$ cat config.mk
export PLATFORM = sky130hd
export DESIGN_NAME = instr_fetch_unit
export DESIGN_NICKNAME = d
export VERILOG_FILES = /design/src/rtl/instr_fetch_unit_pkg.sv /design/src/rtl/instr_fetch_unit_fetch_fifo.sv /design/src/rtl/instr_fetch_unit.sv
export SDC_FILE = /design/constraint.sdc
export NUM_CORES = 1
export LEC_CHECK = 0
export BUFFER_PORTS_ARGS = -buffer_cell sky130_fd_sc_hd__buf_4
export CELL_PAD_IN_SITES_DETAIL_PLACEMENT = 1
export CELL_PAD_IN_SITES_GLOBAL_PLACEMENT = 1
export CORE_ASPECT_RATIO = 0.8
export CORE_MARGIN = 4
export CORE_UTILIZATION = 45
export CTS_CLUSTER_DIAMETER = 80
export CTS_CLUSTER_SIZE = 24
export DETAILED_ROUTE_END_ITERATION = 6
export PLACE_DENSITY = 0.86
export SETUP_SLACK_MARGIN = 0.02
export SYNTH_ARGS = -nofsm -noshare
export SYNTH_HDL_FRONTEND = slang
export SYNTH_SLANG_ARGS = --single-unit
export TNS_END_PERCENT = 50
$ cat constraint.sdc
create_clock -name in_clka -period 4.2 [get_ports in_clka]
set_input_delay 0.42 -clock in_clka [delete_from_list [all_inputs] [get_ports in_clka]]
set_output_delay 0.42 -clock in_clka [all_outputs]
set_load 0.05 [all_outputs]
$ cat src/rtl/instr_fetch_unit_pkg.sv
// Shared definitions for the instruction fetch stage: fetch FSM encoding and parameter defaults.
package instr_fetch_unit_pkg;
  localparam int unsigned PC_W_DEF     = 8;
  localparam int unsigned DEPTH_DEF    = 2;
  localparam int unsigned RESET_PC_DEF = 0;

  typedef enum logic [1:0] {
    F_IDLE = 2'd0,
    F_REQ  = 2'd1,
    F_FULL = 2'd2,
    F_DROP = 2'd3
  } fetch_state_e;
endpackage

$ cat src/rtl/instr_fetch_unit_fetch_fifo.sv
// Prefetch FIFO holding {pc, opcode} pairs; head is zero when empty so downstream never sees stale data.
module fetch_fifo #(
  parameter int unsigned DEPTH = 2,
  parameter int unsigned W     = 16
) (
  input  logic                   clk_i,
  input  logic                   rst_ni,
  input  logic                   flush_i,
  input  logic                   push_i,
  input  logic                   pop_i,
  input  logic [W-1:0]           wdata_i,
  output logic [W-1:0]           rdata_o,
  output logic                   full_o,
  output logic                   empty_o,
  output logic [$clog2(DEPTH):0] cnt_o
);
  localparam int unsigned AW = $clog2(DEPTH);

  logic [W-1:0]  mem_q [DEPTH];
  logic [AW-1:0] rd_q, wr_q;
  logic [AW:0]   cnt_q;
  logic          do_push, do_pop;

  assign empty_o = (cnt_q == '0);
  assign full_o  = (cnt_q == (AW+1)'(DEPTH));
  assign do_pop  = pop_i & ~empty_o;
  // A full FIFO still accepts a push when the head leaves in the same cycle.
  assign do_push = push_i & (~full_o | do_pop);
  assign rdata_o = empty_o ? '0 : mem_q[rd_q];
  assign cnt_o   = cnt_q;

  always_ff @(posedge clk_i) begin
    if (!rst_ni || flush_i) begin
      rd_q  <= '0;
      wr_q  <= '0;
      cnt_q <= '0;
    end else begin
      if (do_push) wr_q <= wr_q + 1'b1;
      if (do_pop)  rd_q <= rd_q + 1'b1;
      cnt_q <= cnt_q + (AW+1)'(do_push) - (AW+1)'(do_pop);
    end
  end

  always_ff @(posedge clk_i) begin
    if (do_push && !flush_i) mem_q[wr_q] <= wdata_i;
  end
endmodule

$ cat src/rtl/instr_fetch_unit.sv
// Fetch stage: owns the PC, requests one opcode byte per instruction and prefetches into a FIFO.
module instr_fetch_unit
  import instr_fetch_unit_pkg::*;
#(
  parameter int unsigned PC_W     = PC_W_DEF,
  parameter int unsigned DEPTH    = DEPTH_DEF,
  parameter int unsigned RESET_PC = RESET_PC_DEF
) (
  input  logic            in_clka,
  input  logic            in_restart_n,
  output logic [PC_W-1:0] out_mem_addr,
  output logic            out_mem_req,
  input  logic            in_mem_ack,
  input  logic [7:0]      in_mem_data,
  output logic [7:0]      out_instruction,
  output logic [PC_W-1:0] out_instr_pc,
  output logic            out_instr_valid,
  input  logic            in_instr_taken,
  input  logic            in_redirect,
  input  logic [PC_W-1:0] in_redirect_pc,
  output logic [1:0]      out_fetch_state
);
  localparam int unsigned CW = $clog2(DEPTH) + 1;

  fetch_state_e    state_q, state_d;
  logic [PC_W-1:0] pc_q, pc_d, tgt_q, tgt_d;
  logic            req_q;
  logic            push, pop, full, empty, no_room;
  logic [CW-1:0]   cnt;
  logic [PC_W+7:0] head;

  // A redirect kills both the returning byte and any consume of the (flushed) head.
  assign pop     = in_instr_taken & ~empty & ~in_redirect;
  assign push    = (state_q == F_REQ) & in_mem_ack & ~in_redirect;
  assign no_room = (full & ~pop) | (push & ~pop & (cnt == CW'(DEPTH - 1)));

  fetch_fifo #(.DEPTH(DEPTH), .W(PC_W + 8)) u_fifo (
    .clk_i   (in_clka),
    .rst_ni  (in_restart_n),
    .flush_i (in_redirect),
    .push_i  (push),
    .pop_i   (pop),
    .wdata_i ({pc_q, in_mem_data}),
    .rdata_o (head),
    .full_o  (full),
    .empty_o (empty),
    .cnt_o   (cnt)
  );

  always_comb begin
    state_d = state_q;
    pc_d    = pc_q;
    tgt_d   = tgt_q;
    case (state_q)
      F_IDLE: state_d = F_REQ;
      F_REQ: begin
        if (in_mem_ack) begin
          pc_d = pc_q + 1'b1;
          if (no_room) state_d = F_FULL;
        end
      end
      F_FULL: if (pop) state_d = F_REQ;
      F_DROP: begin
        if (in_mem_ack) begin
          pc_d    = tgt_q;
          state_d = F_REQ;
        end
      end
      default: state_d = F_IDLE;
    endcase
    // An unacked request must finish on the bus with a stable address, so park the target.
    if (in_redirect) begin
      if ((state_q == F_REQ || state_q == F_DROP) && !in_mem_ack) begin
        pc_d    = pc_q;
        tgt_d   = in_redirect_pc;
        state_d = F_DROP;
      end else begin
        pc_d    = in_redirect_pc;
        state_d = F_REQ;
      end
    end
  end

  always_ff @(posedge in_clka) begin
    if (!in_restart_n) begin
      state_q <= F_IDLE;
      pc_q    <= PC_W'(RESET_PC);
      tgt_q   <= '0;
      req_q   <= 1'b0;
    end else begin
      state_q <= state_d;
      pc_q    <= pc_d;
      tgt_q   <= tgt_d;
      req_q   <= (state_d == F_REQ) || (state_d == F_DROP);
    end
  end

  assign out_mem_addr    = pc_q;
  assign out_mem_req     = req_q;
  assign out_instr_valid = ~empty;
  assign out_instr_pc    = head[PC_W+7:8];
  assign out_instruction = head[7:0];
  assign out_fetch_state = state_q;
endmodule

==> impl_metrics.tcl <==
set metrics [dict create \
    status "finished, final reports clean" \
    path_class "reg2out" \
    avgViaCountPerCell 5.43 \
    r2r_cells 3 \
    io_pins 49 \
    cts_buffer_depth 2 \
    synth_top_area_share_pct 40.0 \
    placed_cell_area_um2 2800 \
    maxClockFrequency_ghz 0.419 \
    post-route-util_pct 56.6 \
    worstPathArrival_ns 1.97 \
    rrSetupSlack_ns 1.86 \
    ys.flop_type "edfxtp_1" \
    cts_resized 0 \
    path_max_fanout 17 \
    post-dp-hpwl_um 4050 \
    track_usage_pct 17.9 \
    most-common-layout-cells "49 x buf_4, 36 x nor2_1, 32 x edfxtp_1" \
    rows 23 \
    fin_hold_ws_ns 0.289 \
    wirelength_um 5860 \
    rr_endpoint "u_fifo.mem_q[1][0]$_DFFE_PP_" \
    routedWlPerCell_um 18.1 \
    num_antenna_cells 0 \
    post-route-min-period_ns 2.39 \
    min_path_type "in2reg" \
    timing.rr.start "out_fetch_state[0]$_SDFF_PN0_" \
    fin_skew_ns 0.00739 \
    worstPathRequired_ns 3.78 \
    gp_congestion 0.804 \
    holdCritStartpoint "in_mem_data[3]" \
    setup_viol 0 \
    powerDensity_nw_per_um2 361 \
    fin_crit_sh_pct 56.9 \
    cp-end-kind "output pin" \
    postSynthCellCount 215 \
    grt_pass1_vias 1789 \
    drt-initial-drc-count 144 \
    clock_latency_ns 0.31 \
    path_clk_slew_ns 0.10 \
    area_growth_pct 20.0 \
    holdPathStages 1 \
    path_cells "nor2_1 -> nor2_1 -> buf_4" \
    initial_core_util_pct 47.2 \
    synth_area_leaders "edfxtp_1 40%, dfxtp_1 19%, mux2i_1 10%, nor2_1 5.6%, o21ai_0 2.1%" \
    hold_violations 0 \
    core_um2 5090 \
    ant_nets 0 \
    finalNetCount 284 \
    rsz0062_at_grt "false" \
    syn_nets 239 \
    cts_tree "done" \
    cp_slowest_cell "nor2_1" \
    final_cell_area_um2 2880 \
    grt_max_degree 18 \
    ys_ff_latch 55 \
    root_buffer "clkbuf_8" \
    drc_errors 0 \
    synth.avg_cell_area_um2 11.2 \
    ys_types 37 \
    max_stage_delay_ns 0.88 \
    die_area_um2 6580 \
    fin_setup_tns_ns 0 \
    io_buffer_count 48 \
    dieHeight_um 73.4 \
    p_leak_nw 1.16 \
    maxCapViolCount 0 \
    cts_hold_buf 0 \
    overflow 0 \
    slew_violations 0 \
    yosysTopAreaCell "edfxtp_1" \
    ys.warnings.count 0 \
    power_mw 1.04 \
    min_to "u_fifo.mem_q[0][3]$_DFFE_PP_" \
    synthesis.area_um2 2400 \
    grt_pass1_wl_um 9200 \
    worst_pin_slew_ns 1.22 \
    ir_worst_vdd_mv 0.183 \
    yosysSeqAreaShare_pct 59.1 \
    numCtsBuffers 5 \
    cts_sinks 55 \
    crit_start "u_fifo.cnt_o[1]$_SDFF_PP0_" \
    htreeDepth 2 \
    layout-drive-gt1-share_pct 22.6 \
    drt_first_pass_iters 5 \
    slew_headroom_pct 18.0 \
    antenna_found_initial 0 \
    postCtsSetupRepairBufs 0 \
    die_w_um 89.7 \
    synth-edff-count 32 \
    start_kind "register" \
    vias 1755 \
    layout_commonest_cell "buf_4" \
    crit_top_cell "nor2_1" \
    async_flop_share_pct 0 \
    fillers 560 \
]
## Yosys cell counts, types with 2 or more instances
cell      number
nor2_1        36
edfxtp_1      32
mux2i_1       25
dfxtp_1       23
nand2_1       13
o21ai_0       10
a21oi_1        9
inv_1          7
buf_2          6
nand3_1        5
xnor2_1        5
clkbuf_1       4
a211oi_1       3
a31oi_1        3
and3_1         3
ha_1           3
a32oi_1        2
and3b_1        2
nand2b_1       2
nand4_1        2
o211ai_1       2
o221ai_1       2
xor2_1         2
## per-stage QoR
step	std cells	setup slack [ns]
6_report	323	1.81
5_1_grt	323	1.64
4_1_cts	323	1.76
3_5_place_dp	315	1.87
3_3_place_gp	315	2.00
2_1_floorplan	215	1.64
## power breakdown
| group | leakage (nW) | total, mW | switching, mW | internal, mW |
|---|---|---|---|---|
| Sequential | 0.484 | 0.612 | 0.0237 | 0.588 |
| Clock | 0.0483 | 0.291 | 0.173 | 0.118 |
| Combinational | 0.626 | 0.138 | 0.0887 | 0.0494 |
| Total | 1.16 | 1.04 | 0.286 | 0.755 |
## critical path: cells and delay by family (launching register included)
kind                   cells  cell delay [ns]
buffers and inverters      1             0.24
flip-flops                 1             0.38
AND/OR/NAND/NOR            2             1.03
## routing by layer
layer / up-vias / track usage (%) / wire length [um]
met3: 6 / 4.91 / 320
met2: 49 / 30.5 / 2780
li1: 864 / - / -
met1: 836 / 22.2 / 2700
met4: 0 / 6.46 / 57
met5: - / 0 / 0
## layout make-up
| type | instances | area, um^2 | area share, % |
|---|---|---|---|
| repair buffers | 49 | 368 | 12.8 |
| flip-flops and latches | 55 | 1420 | 49.3 |
| inverters | 7 | 26.3 | 0.911 |
| clock buffers | 5 | 68.8 | 2.39 |
| clock inverters | 3 | 18.8 | 0.651 |
| well taps | 62 | 77.6 | 2.69 |
| multi-input cells | 142 | 903 | 31.3 |
## state kept, by name, summed over array words and instances (netlist names), named ones only
name	cells
out_fetch_state	2
out_mem_addr	8
tgt_q	8
u_fifo.cnt_o	2
u_fifo.mem_q	32
u_fifo.rd_q	1
u_fifo.wr_q	1
## logic make-up after synthesis
kind of cell,count (synthesis),synth area share (%)
muxes,25,10.4
xor gates and xnor gates,7,2.55
DFF,55,59.1
and+or+nand+nor,71,13.5
buffers and inverters,18,3.28
adders and majority gates,3,1.56
AOI/OAI and AO/OA,36,9.53
## how the worst max path moves through the flow
stage / end / cells after the start
after global placement: u_fifo.mem_q[1][6]$_DFFE_PP_ / 3
after global routing: out_instruction[3] / 3
final: out_instr_pc[3] / 3
after CTS: out_instr_pc[4] / 3
after detailed placement: u_fifo.mem_q[1][5]$_DFFE_PP_ / 3
after floorplan: u_fifo.mem_q[0][0]$_DFFE_PP_ / 4
(Power assumes the default switching activity.)
